<file path="config.mk">
export PLATFORM = sky130hd
export DESIGN_NAME = ram_dump_uart
export DESIGN_NICKNAME = d
export VERILOG_FILES = /design/src/rtl/ram_dump_pkg.sv /design/src/rtl/uart_tx_byte.sv /design/src/rtl/ram_dump_uart.sv
export SDC_FILE = /design/constraint.sdc
export NUM_CORES = 1
export LEC_CHECK = 0
export ABC_AREA = 0
export CORE_ASPECT_RATIO = 0.6
export CORE_MARGIN = 3
export CORE_UTILIZATION = 35
export CTS_BUF_LIST = sky130_fd_sc_hd__clkbuf_8
export CTS_CLUSTER_SIZE = 8
export DETAILED_ROUTE_END_ITERATION = 8
export PLACE_DENSITY_LB_ADDON = 0.12
export SLEW_MARGIN = 30
export SYNTH_ARGS = -nofsm -noshare
export SYNTH_HDL_FRONTEND = slang
export SYNTH_SLANG_ARGS = --single-unit
</file>
<file path="constraint.sdc">
create_clock -name clk -period 2.2 [get_ports clk]
set_input_delay 0.22 -clock clk [delete_from_list [all_inputs] [get_ports clk]]
set_output_delay 0.22 -clock clk [all_outputs]
set_load 0.03 [all_outputs]
</file>
<file path="src/rtl/ram_dump_pkg.sv">
// rtl/ram_dump_pkg.sv - FSM encodings and UART frame constants shared by the RAM dump block
package ram_dump_pkg;

    localparam logic [2:0] ST_IDLE      = 3'd0;
    localparam logic [2:0] ST_READ      = 3'd1;
    localparam logic [2:0] ST_CAPTURE   = 3'd2;
    localparam logic [2:0] ST_SEND_BYTE = 3'd3;
    localparam logic [2:0] ST_WAIT_TX   = 3'd4;
    localparam logic [2:0] ST_NEXT      = 3'd5;
    localparam logic [2:0] ST_CSUM      = 3'd6;
    localparam logic [2:0] ST_DONE      = 3'd7;

    localparam logic UART_START_BIT  = 1'b0;
    localparam logic UART_STOP_BIT   = 1'b1;
    localparam int   UART_DATA_BITS  = 8;
    localparam int   UART_FRAME_BITS = UART_DATA_BITS + 2;

    // Frame is shifted out from bit 0, so the start bit sits at the LSB end.
    function automatic logic [UART_FRAME_BITS-1:0] uart_frame(input logic [UART_DATA_BITS-1:0] b);
        return {UART_STOP_BIT, b, UART_START_BIT};
    endfunction

endpackage

</file>
<file path="src/rtl/uart_tx_byte.sv">
// rtl/uart_tx_byte.sv - 8N1 serialiser, CLK_DIV clocks per bit, done on the last stop-bit cycle
module uart_tx_byte
    import ram_dump_pkg::*;
#(
    parameter int CLK_DIV = 868
) (
    input  logic       clk,
    input  logic       rst_n,
    input  logic       start,
    input  logic [7:0] byte_data,
    output logic       tx,
    output logic       done
);
    localparam int DIV_W = (CLK_DIV > 1) ? $clog2(CLK_DIV) : 1;
    localparam int BIT_W = $clog2(UART_FRAME_BITS);
    localparam logic [DIV_W-1:0] DIV_LAST = DIV_W'(CLK_DIV - 1);
    localparam logic [BIT_W-1:0] BIT_LAST = BIT_W'(UART_FRAME_BITS - 1);

    logic                       active_q, active_d;
    logic [UART_FRAME_BITS-1:0] shift_q, shift_d;
    logic [DIV_W-1:0]           div_q, div_d;
    logic [BIT_W-1:0]           bit_q, bit_d;
    logic                       bit_end;

    assign bit_end = active_q && (div_q == DIV_LAST);
    assign done    = bit_end && (bit_q == BIT_LAST);
    assign tx      = active_q ? shift_q[0] : UART_STOP_BIT;

    always_comb begin
        active_d = active_q;
        shift_d  = shift_q;
        div_d    = div_q;
        bit_d    = bit_q;
        if (!active_q) begin
            if (start) begin
                active_d = 1'b1;
                shift_d  = uart_frame(byte_data);
                div_d    = '0;
                bit_d    = '0;
            end
        end else if (bit_end) begin
            div_d   = '0;
            shift_d = {UART_STOP_BIT, shift_q[UART_FRAME_BITS-1:1]};
            if (bit_q == BIT_LAST) begin
                active_d = 1'b0;
                bit_d    = '0;
            end else begin
                bit_d = bit_q + 1'b1;
            end
        end else begin
            div_d = div_q + 1'b1;
        end
    end

    always_ff @(posedge clk or negedge rst_n) begin
        if (!rst_n) begin
            active_q <= 1'b0;
            shift_q  <= '1;
            div_q    <= '0;
            bit_q    <= '0;
        end else begin
            active_q <= active_d;
            shift_q  <= shift_d;
            div_q    <= div_d;
            bit_q    <= bit_d;
        end
    end
endmodule

</file>
<file path="src/rtl/ram_dump_uart.sv">
// rtl/ram_dump_uart.sv - dumps RAM words [startAddr..endAddr] over a UART; SEND_CHECKSUM_EN appends an XOR byte
module ram_dump_uart
    import ram_dump_pkg::*;
#(
    parameter int DATA_W    = 32,
    parameter int ADDR_W    = 16,
    parameter int CLK_DIV   = 868,
    parameter int MSB_FIRST = 1
) (
    input  logic              clk,
    input  logic              rst_n,
    input  logic              sendSig,
    input  logic [ADDR_W-1:0] startAddr,
    input  logic [ADDR_W-1:0] endAddr,
    output logic              read,
    output logic [ADDR_W-1:0] addr,
    input  logic [DATA_W-1:0] data,
    output logic              rs232_tx,
    output logic              busy,
    output logic              ok
);
    localparam int NBYTES = DATA_W / 8;
    localparam int BCNT_W = (NBYTES > 1) ? $clog2(NBYTES) : 1;
    localparam logic [BCNT_W-1:0] BYTE_LAST = BCNT_W'(NBYTES - 1);

    logic [2:0]        state_q, state_d;
    logic [ADDR_W-1:0] addr_q, addr_d;
    logic [ADDR_W-1:0] end_q, end_d;
    logic [DATA_W-1:0] word_q, word_d;
    logic [BCNT_W-1:0] byte_cnt_q, byte_cnt_d;
    logic              busy_q, busy_d;
    logic              ok_q, ok_d;
    logic [7:0]        cur_byte, uart_byte;
    logic              tx_start, tx_done;
`ifdef SEND_CHECKSUM_EN
    logic [7:0]        csum_q, csum_d;
    logic              csum_phase_q, csum_phase_d;
`endif

    assign read     = (state_q == ST_READ);
    assign addr     = addr_q;
    assign busy     = busy_q;
    assign ok       = ok_q;
    assign cur_byte = (MSB_FIRST != 0) ? word_q[DATA_W-1 -: 8] : word_q[7:0];
`ifdef SEND_CHECKSUM_EN
    assign uart_byte = (state_q == ST_CSUM) ? csum_q : cur_byte;
`else
    assign uart_byte = cur_byte;
`endif

    always_comb begin
        state_d    = state_q;
        addr_d     = addr_q;
        end_d      = end_q;
        word_d     = word_q;
        byte_cnt_d = byte_cnt_q;
        busy_d     = busy_q & ~ok_q;
        ok_d       = 1'b0;
        tx_start   = 1'b0;
`ifdef SEND_CHECKSUM_EN
        csum_d       = csum_q;
        csum_phase_d = csum_phase_q;
`endif
        case (state_q)
            ST_IDLE: begin
                // busy stays up through the ok cycle, so that cycle's sendSig is dropped too
                if (sendSig && !busy_q) begin
                    busy_d     = 1'b1;
                    addr_d     = startAddr;
                    end_d      = endAddr;
                    byte_cnt_d = '0;
`ifdef SEND_CHECKSUM_EN
                    csum_d       = 8'h00;
                    csum_phase_d = 1'b0;
`endif
                    state_d = (startAddr > endAddr) ? ST_DONE : ST_READ;
                end
            end
            ST_READ:    state_d = ST_CAPTURE;
            ST_CAPTURE: begin
                word_d     = data;
                byte_cnt_d = '0;
                state_d    = ST_SEND_BYTE;
            end
            ST_SEND_BYTE: begin
                tx_start = 1'b1;
`ifdef SEND_CHECKSUM_EN
                csum_d = csum_q ^ cur_byte;
`endif
                state_d = ST_WAIT_TX;
            end
            ST_WAIT_TX: begin
                if (tx_done) begin
`ifdef SEND_CHECKSUM_EN
                    if (csum_phase_q) state_d = ST_DONE;
                    else
`endif
                    if (byte_cnt_q == BYTE_LAST) begin
                        state_d = ST_NEXT;
                    end else begin
                        byte_cnt_d = byte_cnt_q + 1'b1;
                        word_d     = (MSB_FIRST != 0) ? (word_q << 8) : (word_q >> 8);
                        state_d    = ST_SEND_BYTE;
                    end
                end
            end
            ST_NEXT: begin
                // Equality stop: endAddr of all ones never wraps addr back to zero
                if (addr_q == end_q) begin
`ifdef SEND_CHECKSUM_EN
                    state_d = ST_CSUM;
`else
                    state_d = ST_DONE;
`endif
                end else begin
                    addr_d  = addr_q + 1'b1;
                    state_d = ST_READ;
                end
            end
`ifdef SEND_CHECKSUM_EN
            ST_CSUM: begin
                tx_start     = 1'b1;
                csum_phase_d = 1'b1;
                state_d      = ST_WAIT_TX;
            end
`endif
            ST_DONE: begin
                ok_d    = 1'b1;
                state_d = ST_IDLE;
            end
            default: state_d = ST_IDLE;
        endcase
    end

    always_ff @(posedge clk or negedge rst_n) begin
        if (!rst_n) begin
            state_q    <= ST_IDLE;
            addr_q     <= '0;
            end_q      <= '0;
            word_q     <= '0;
            byte_cnt_q <= '0;
            busy_q     <= 1'b0;
            ok_q       <= 1'b0;
`ifdef SEND_CHECKSUM_EN
            csum_q       <= 8'h00;
            csum_phase_q <= 1'b0;
`endif
        end else begin
            state_q    <= state_d;
            addr_q     <= addr_d;
            end_q      <= end_d;
            word_q     <= word_d;
            byte_cnt_q <= byte_cnt_d;
            busy_q     <= busy_d;
            ok_q       <= ok_d;
`ifdef SEND_CHECKSUM_EN
            csum_q       <= csum_d;
            csum_phase_q <= csum_phase_d;
`endif
        end
    end

    uart_tx_byte #(.CLK_DIV(CLK_DIV)) u_tx (
        .clk       (clk),
        .rst_n     (rst_n),
        .start     (tx_start),
        .byte_data (uart_byte),
        .tx        (rs232_tx),
        .done      (tx_done)
    );
endmodule

</file>
* Word-level counts from Yosys, hierarchy flattened
Cells that the tools add are included.
** Cells by class
- Bitwise logic cells :: 2
- Add/subtract/negate cells :: 4
- Reduce and logical (&&, ||, !) cells :: 15
- Mux-type cells :: 35
- Order comparisons :: 1
- Eq/ne operators :: 15
** Operators with widths (count)
- 32-bit 2-to-1 mux :: 2
- 32-bit one-hot mux with 2 select lines :: 1
- 10-bit 2-to-1 mux :: 6
- 16-bit 2-to-1 mux :: 2
- 16-bit one-hot mux with 2 select lines :: 1
- 3-bit one-hot mux with 6 select lines :: 1
- 16-bit by 1-bit adder with 16-bit output (second input constant) :: 1
- 16-bit equality test :: 1
- 16-bit greater-than comparator :: 1
- 4-bit 2-to-1 mux :: 4
- 3-bit 2-to-1 mux :: 5
- 10-bit by 1-bit adder with 10-bit output (second input constant) :: 1
- 10-bit equality test (second input constant) :: 1
- 2-bit != test (second input constant) :: 5
- 3-bit equality test (second input constant) :: 3
- 1-bit 2-to-1 mux :: 9
- 3-bit by 2-bit equality test with 1-bit output (second input constant) :: 2
- 2-bit 2-to-1 mux :: 3
- 2-bit one-hot mux with 3 select lines :: 1
- 2-bit AND reduction :: 3
- 3-bit AND reduction :: 2
- 2-bit nonzero test :: 3
- 4-bit by 1-bit adder with 4-bit output (second input constant) :: 1
- 4-bit equality test (second input constant) :: 1
- 10 further kinds :: 12
** Storage, ports and cells
- Register bits after elaboration :: 96
- Word-level logic and storage cells :: 83
- Input bits :: 67

* Depth between registers and ports, before layout
Gate-level depths: netlist of run 1.
- Word-level depth :: 5
- Mapped depth :: 10
- Gate-level depth less buffers :: 8

* Cells and area by module
Synthesis of run 1 repeated with hierarchy kept, for this count alone.
** Unflattened totals
- Cell total of the unflattened synthesis :: 586
- Area total of the unflattened synthesis :: 5222.5 um^2
** Modules (own cells, without submodules)
- ram_dump_uart :: times used 1, cells each 464, area an instance 3975.1 um^2
- uart_tx_byte :: times used 1, cells each 122, area an instance 1247.4 um^2

* Worst setup path after synthesis of run 1
No wires, ideal clock.
- Path type :: reg-to-reg
- From :: register u_tx.div_q[7]
- To :: register byte_cnt_q[1]
- Period minus slack after synthesis :: 2.228 ns
- Slack :: -0.028 ns
- Data arrival time :: 2.104 ns
- Cell stages (with the launch flop) :: 8
- Setup time :: 0.125 ns
- Required time :: 2.075 ns
- Path through :: dfrtp_1 or4_1 or3_1 buf_6 nor2_8 o21bai_2 a211oi_2 mux2_2
** On the way
- Longest elaborated chain between the ends :: 5
** Ends and longest elaborated chain
- start, declared :: RTL line uart_tx_byte.sv:21 : logic [DIV_W-1:0] div_q, div_d;
- start signal, assigned :: RTL line uart_tx_byte.sv:64 : div_q <= div_d;
- 10-bit equality test :: RTL line uart_tx_byte.sv:25 : assign bit_end = active_q && (div_q == DIV_LAST);
- 1-bit logical AND :: RTL line uart_tx_byte.sv:25
- 1-bit logical AND :: RTL line uart_tx_byte.sv:26 : assign done = bit_end && (bit_q == BIT_LAST);
- 2-bit != test (no line)
- 4-bit AND reduction (no line)
- end signal, assigned :: RTL line ram_dump_uart.sv:153 : byte_cnt_q <= byte_cnt_d;
- end, declared :: RTL line ram_dump_uart.sv:30 : logic [BCNT_W-1:0] byte_cnt_q, byte_cnt_d;
No other way between the ends.
A chain may end at the register's enable or synchronous reset.

* Worst setup path in the final report of run 1
- From :: register u_tx.div_q[7]
- To :: register word_q[6]
** On the way
- Longest elaborated chain between the ends :: 5
** Ends and longest elaborated chain
- 10-bit equality test :: RTL line uart_tx_byte.sv:25
- 1-bit logical AND :: RTL line uart_tx_byte.sv:25
- 1-bit logical AND :: RTL line uart_tx_byte.sv:26
- 2-bit != test (no line)
- 3-bit AND reduction (no line)
- end signal, assigned :: RTL line ram_dump_uart.sv:152 : word_q <= word_d;
- end, declared :: RTL line ram_dump_uart.sv:29 : logic [DATA_W-1:0] word_q, word_d;
No other way between the ends.

==> results of run 1 <==
-- state kept, by name, indices dropped and copies added (netlist names) --
register / flops
u_tx.div_q: 10
u_tx.active_q: 1
busy: 1
u_tx.shift_q: 9
u_tx.bit_q: 4
byte_cnt_q: 2
state_q: 3
ok: 1
addr: 16
word_q: 32
end_q: 16
-- power groups by stage --
stage	Combinational, mW	Clock [mW]	Sequential (mW)
global route	0.311	1.30	1.75
finish	0.281	1.18	1.75
detailed placement	0.280	0	1.78
CTS	0.282	1.23	1.75
floorplan	0.0609	0	1.78
global placement	0.276	0	1.78
-- how the worst max path moves through the flow --
stage | start | end | slack (ns) | cells past startpoint
2_1_floorplan | u_tx.div_q[3]$_DFFE_PN0P_ | byte_cnt_q[1]$_DFFE_PN0P_ | -0.009 | 7
3_3_place_gp | endAddr[11] | state_q[2]$_DFFE_PN0P_ | -0.29 | 10
3_5_place_dp | endAddr[11] | state_q[2]$_DFFE_PN0P_ | -0.32 | 9
4_1_cts | u_tx.div_q[7]$_DFFE_PN0P_ | byte_cnt_q[1]$_DFFE_PN0P_ | -0.02 | 6
5_1_grt | u_tx.div_q[7]$_DFFE_PN0P_ | word_q[13]$_DFFE_PN0P_ | -0.08 | 8
6_report | u_tx.div_q[7]$_DFFE_PN0P_ | word_q[6]$_DFFE_PN0P_ | 0.01 | 7
-- layout make-up --
cell class                 count  area [sq um]  share of cell area, %
multi-input combinational    399          2550                   37.2
sequential                    95          2390                   34.8
timing repair buffer         151          1390                   20.3
tap                          192           240                   3.50
clock buffer                  10           138                   2.01
inverter                      25          93.8                   1.37
clock inverter                 5          56.3                  0.820
-- what timing repair did --
item | in CTS | in global routing
hold buffers | 1 | 0
endpoints found under the hold margin | 22 | 0
endpoints found under the setup margin | 6 | 40
buffers inserted | 3 | 1
pin swaps | 5 | 5
resized for setup | 5 | 11
-- logic make-up after synthesis --
kind of cell	Yosys count	share of synthesized area, %
buffers and inverters	50	4.56
AND/OR/NAND/NOR	167	15.3
AO/OA/AOI/OAI	158	18.2
flip-flops	95	46.8
XOR/XNOR	18	3.09
multiplexers	35	6.92
adder cells (fa/ha/maj)	21	5.15
-- through the flow --
stage               cell area [sq um]  total power, mW  std cells  TNS (ns)
CTS                              6810             3.26        876   -0.0281
floorplan                        5100             1.84        544  -0.00916
detailed placement               6570             2.06        857    -0.716
global route                     6860             3.36        877     -1.49
global placement                 6570             2.06        857    -0.595
finish                           6860             3.21        877         0
-- critical path, cell delays in order, from the launching register on --
cell	delay (ns)
dfrtp_1	0.40
or4_4	0.54
or3_4	0.38
nor2_8	0.16
buf_6	0.13
a31oi_4	0.09
buf_12	0.18
a22o_1	0.19
-- cells in the final DEF (no fill, tap or decap), types with 3 or more instances in the layout --
| cell | count |
|---|---|
| nor2_1 | 23 |
| nor2b_1 | 3 |
| o22ai_1 | 5 |
| a2bb2oi_1 | 3 |
| ha_1 | 20 |
| inv_1 | 25 |
| mux2i_1 | 33 |
| buf_12 | 3 |
| clkdlybuf4s50_1 | 84 |
| nand3_1 | 15 |
| dfrtp_1 | 86 |
| a21oi_1 | 29 |
| dfstp_2 | 9 |
| o21ai_0 | 69 |
| clkbuf_8 | 10 |
| nor4_1 | 4 |
| and3_1 | 6 |
| nor3_1 | 6 |
| buf_4 | 60 |
| o31ai_1 | 3 |
| a22o_1 | 10 |
| nand4_1 | 10 |
| xor2_1 | 16 |
| nand2_1 | 80 |
| a31oi_1 | 5 |
| o21ai_1 | 18 |
-- metal layers --
metal	wire length (um)	share of wire, %	GRT usage [%]	vias to the layer above
li1	-	-	-	2203
met1	7840	55	29.9	2104
met2	5360	38	22.8	119
met3	959	6.7	4.99	6
met4	70	0.49	2.95	0
met5	0	0	0	-
==> results.md, run 1 <==
- RD Place Congestion: 0.932
- Drt pass-1 iters: 5
- Starting density of the core: 36.6%
- Synth Instances: 544
- Sw Ratio: 23.3%
- Die area: ~0.016 sq mm
- Hold Vio Cnt, Final: 0
- Post-route ant nets: 0
- Drt via density: 5.05
- Die Span Y: 99.5 um
- Area growth syn-to-layout: 34.5%
- Post-Place Worst Slack: -0.324 ns
- Cell with the most instances after synthesis: dfrtp_1
- Reg-to-Reg Start: u_tx.div_q[7]$_DFFE_PN0P_
- Period Utilization, post-route: 99.6%
- Initial drt markers: 250
- Tmin final: around 2.2 ns
- Final Setup Violations: 0
- Synth area leader: dfrtp_1
- Gate power share: 8.8%
- Initial antenna violation count: 0
- Yosys cell types: 48
- Reg2Reg Setup Slack: slightly below 0.01 ns
- R2r worst-path depth: 7
- Slew Viols, Final: 0
- Core ar.: 0.0140 sq mm
- Global-route usage over all layers: 18.0%
- Die width: 162 um
- Detail Placement HPWL: 10700 um
- CTS tree: yes
- RSZ-0062 raised after global routing: true
- Rows: 33
- DR WL/cell: 16.2 um
- Peak supply drop: 0.273 mV
- Synth area leaders: dfrtp_1 (42%), o21ai_0 (7.1%), mux2i_1 (6.5%), nand2_1 (6.0%), ha_1 (5.2%)
- Top FF cell, synth: dfrtp_1
- First-pass GRT wire length: 22900 um
- Max Fclk: 0.457 GHz
- Ports: 87
- Worst Tran Pin Value: a little over 0.7 ns
- Grt ovf: 0
- Fillers: 1359
- Cell internal pwr: 2.46 mW
- Number of inserted diodes: 0
- Share of cells above drive strength 1: 15.9%
- Worst-path clk slew: approximately 0.1 ns
- Leakage Power: 3.37 nW
- Clock sinks: between 90 and 100
- Ys async rst share: 100%
- Flops & latches, synth: 95
- Slew headroom: 52.7%
- Post-synthesis sequential area ratio: 46.8%
- Htree depth: 3
- Critical path data arrival time: around 2.5 ns
- Hold Crit Class: in2async
- Post-synth top cells: dfrtp_1 (86), nand2_1 (81), o21ai_0 (72), mux2i_1 (33), a21oi_1 (29)
- Nets: 769
- CTS Buf Count: 9
- Setup Skew: 0.0109 ns
- Longest Clk Path Bufs: 2
- Post-Syn Nets: 632
- Clk pwr share: 36.9%
- Syn_area_per_cell: between 9 and 10 sq um
- Crit end category: flop
- Data required, critical path: ~2.5 ns
- Worst Path Max Fanout: 37
- Clock latency at the later pin of the worst-skew pair: 0.36 ns
- Synth warnings: 0
- I/O Buffers: 86
- Via Count: 4432
- Mapped cell area: 0.00510 sq mm
- CTS Root Buffer Type: clkbuf_8
- Routed wire length: 14200 um
- Flop pwr share: between 50% and 60%
- WHS: 0.294 ns
- Number of synthesized flops with an enable pin: 0
- Reg2reg end: word_q[6]$_DFFE_PN0P_
- Max-Cap Viols: 0
- Critical setup path kind: reg2reg
- Final Util: 49.2%
- Number of global-route vias before repair: between 4000 and 5000
- DR DRC count: 0
- Final worst setup slack: between 0.009 and 0.01 ns
- Status: finished, final reports clean
- Sw power: 0.748 mW
- Power per cell area: 468 mW/mm^2
- Largest net degree at the start of global routing: 73
- Synth top area share: 42.2%
- Startpoint types: flop
Note: power is estimated with default switching activity, not from simulation.
==> run 2, diff against run 1 <==
--- a/config.mk
+++ b/config.mk
@@ -8,10 +8,11 @@
 export ABC_AREA = 0
 export CORE_ASPECT_RATIO = 0.6
 export CORE_MARGIN = 3
-export CORE_UTILIZATION = 35
+export CORE_UTILIZATION = 65
 export CTS_BUF_LIST = sky130_fd_sc_hd__clkbuf_8
 export CTS_CLUSTER_SIZE = 8
 export DETAILED_ROUTE_END_ITERATION = 8
+export DONT_BUFFER_PORTS = 1
 export PLACE_DENSITY_LB_ADDON = 0.12
 export SLEW_MARGIN = 30
 export SYNTH_ARGS = -nofsm -noshare
==> constraint.sdc (replaced) <==
create_clock -name clk -period 2.7 [get_ports clk]
set_input_delay 0.27 -clock clk [delete_from_list [all_inputs] [get_ports clk]]
set_output_delay 0.27 -clock clk [all_outputs]
set_load 0.03 [all_outputs]
==> results.md, run 2 (synthesis gave the netlist of run 1 again) <==
- Nets: 633 (-18%)
- Finished Layout Cells: 654 (-25%)
- Grt ovf: 0 (unchanged)
- Area after DPL: 0.00520 sq mm (-21%)
- Setup Fix Bufs, Post-CTS: 0 (-3)
- Worst Tran Pin Value: 0.757 ns (+0.0491 ns)
- Area growth syn-to-layout: 7.21%
- Power per cell area: 466 mW/mm^2 (-0.44%)
- Largest net degree at the start of global routing: 96 (+32%)
- Leakage Power: 2.78 nW (-18%)
- Most frequent cells in the layout: dfrtp_1 (86), nand2_1 (81), o21ai_0 (72)
- Die area: 0.00898 sq mm (-44%)
- WHS: 0.0276 ns (-0.267 ns)
- Total power: 2.55 mW (-21%)
- Initial antenna violation count: 0 (unchanged)
- Number of global-route vias before repair: 3883 (-8.5%)
- Sw power: 0.585 mW (-22%)
- Post-route ant nets: 0 (unchanged)
- Tmin final: 2.46 ns (+0.274 ns)
- Die Span Y: 74.6 um (-25%)
- Max-Cap Viols: 0 (unchanged)
- Final Setup Violations: 0 (unchanged)
- Flop pwr share: 55.8% (+1.4 points)
- Hold Vio Cnt, Final: 0 (unchanged)
- Final Cell Area: 0.00547 sq mm (-20%)
- Reg2Reg Setup Slack: 0.24 ns (+0.23 ns)
- Starting density of the core: 68.5% (+32 points)
- RSZ-0062 raised after global routing: false
- Slew Viols, Final: 0 (unchanged)
- RD Place Congestion: 0.912 (-2.2%)
- Post-CTS Hold Buffers: 2 (+1)
- Worst Path Max Fanout: 11 (-70%)
- Gate power share: 4.1% (-4.7 points)
- Ports: 87 (unchanged)
- Startpoint types: flop
- Crit end category: flop
- Cts repair resizes: 0 (-5)
- Placed cell count: 635 (-26%)
- CTS tree: yes
- Clock sinks: 95 (unchanged)
- DR DRC count: 0 (unchanged)
- Fillers: 583 (-57%)
- Longest Clk Path Bufs: 2 (unchanged)
- Largest reg by FF count: word_q
- Setup Skew: 0.00894 ns (-0.00197 ns)
- Peak supply drop: 0.343 mV (+26%)
- Global-route usage over all layers: 28.6% (+11 points)
- Die width: 120 um (-26%)
- Post-Place Worst Slack: 0.185 ns (+0.510 ns)
- Core ar.: 0.00745 sq mm (-47%)
- Number of inserted diodes: 0 (unchanged)
- First-pass GRT wire length: 20000 um (-13%)
- Critical setup path kind: reg2reg
- Via Count: 4116 (-7.1%)
- Worst-path clk slew: 0.09 ns (about the same)
- Period Utilization, post-route: 91.3% (-8.3 points)
- Drt via density: 6.29 (+25%)
- Clock latency at the later pin of the worst-skew pair: 0.37 ns (about the same)
- Setup TNS: 0 ns (unchanged)
- Status: finished, final reports clean
- Number of flip-flops under the largest register name: 32 (unchanged)
- Worst hold endpoint: word_q[6]$_DFFE_PN0P_
- Hold Crit Class: in2reg
- Clk pwr share: 40.1% (+3.2 points)
- Commonest non-fill, non-tap cell in the layout: dfrtp_1
- Htree depth: 3 (unchanged)
- CTS Root Buffer Type: clkbuf_8
- R2r worst-path depth: 6 (-1)
- Sw Ratio: 22.9% (-0.36 points)
- Max Fclk: 0.406 GHz (-11%)
- Critical path data arrival time: 2.70 ns (+0.25 ns)
- Drt pass-1 iters: 5 (unchanged)
- Initial drt markers: 513 (+110%)
- Detail Placement HPWL: 9050 um (-16%)
- Reg-to-Reg Start: addr[3]$_DFFE_PN0P_
- Routed wire length: 12500 um (-12%)
- Share of cells above drive strength 1: 9.45% (-6.5 points)
- Final Util: 73.4% (+24 points)
- Hold depth: 1
- Hold_sp: data[6]
- Rows: 24 (-27%)
- Reg area: 0.00239 sq mm (unchanged)
- Slew headroom: 49.4% (-3.3 points)
- Data required, critical path: 2.93 ns (+0.47 ns)
- I/O Buffers: 0 (-100%)
- Reg2reg end: addr[14]$_DFFE_PN0P_
- Multi-input logic area: 0.00250 sq mm (-2.2%)
- CTS Buf Count: 9 (unchanged)
- Final worst setup slack: 0.236 ns (+0.226 ns)
- DR WL/cell: 19.1 um (+18%)
- Cell internal pwr: 1.96 mW (-20%)
## run 2: how the worst max path moves through the flow
stage | end | start | slack, ns | cells after the start
after CTS | word_q[29]$_DFFE_PN0P_ | u_tx.div_q[7]$_DFFE_PN0P_ | 0.16 | 7
after global routing | word_q[26]$_DFFE_PN0P_ | u_tx.div_q[7]$_DFFE_PN0P_ | 0.13 | 8
after global placement | word_q[30]$_DFFE_PN0P_ | u_tx.div_q[7]$_DFFE_PN0P_ | 0.23 | 7
final | addr[14]$_DFFE_PN0P_ | addr[3]$_DFFE_PN0P_ | 0.24 | 6
after detailed placement | word_q[31]$_DFFE_PN0P_ | u_tx.div_q[7]$_DFFE_PN0P_ | 0.19 | 7
after floorplan | byte_cnt_q[1]$_DFFE_PN0P_ | u_tx.div_q[7]$_DFFE_PN0P_ | 0.47 | 7
## run 2: metal layers
metal	part of all wire [%]	global-route usage [%]	up-vias	routed length, um
li1	-	-	1925	-
met1	45	43.2	1954	5620
met5	0	0	-	0
met2	42	39.3	224	5250
met3	12	11.1	13	1510
met4	0.95	5.78	0	119
## run 2: worst max-delay path, stage by stage, from the launching register on
cell and delay (ns):
dfrtp_1 0.55, xor2_1 0.23, nor4_1 0.53, nand4_1 0.23, or2_2 0.45, a21boi_0 0.17
a2bb2oi_1 0.15
## run 2: power groups by stage
stage | clock network (mW) | logic, mW | registers, mW
floorplan | 0 | 0.0496 | 1.45
global placement | 0 | 0.0629 | 1.45
detailed placement | 0 | 0.0685 | 1.45
CTS | 1.03 | 0.104 | 1.42
global route | 1.08 | 0.120 | 1.42
finish | 1.02 | 0.104 | 1.42
## run 2: cell type report
cell class                 count  share of cell area, %
tap                          104                   2.38
multi-input combinational    399                   45.7
sequential                    95                   43.7
inverter                      25                   1.72
clock buffer                  12                   3.02
clock inverter                 4                  0.938
timing repair buffer          15                   2.61
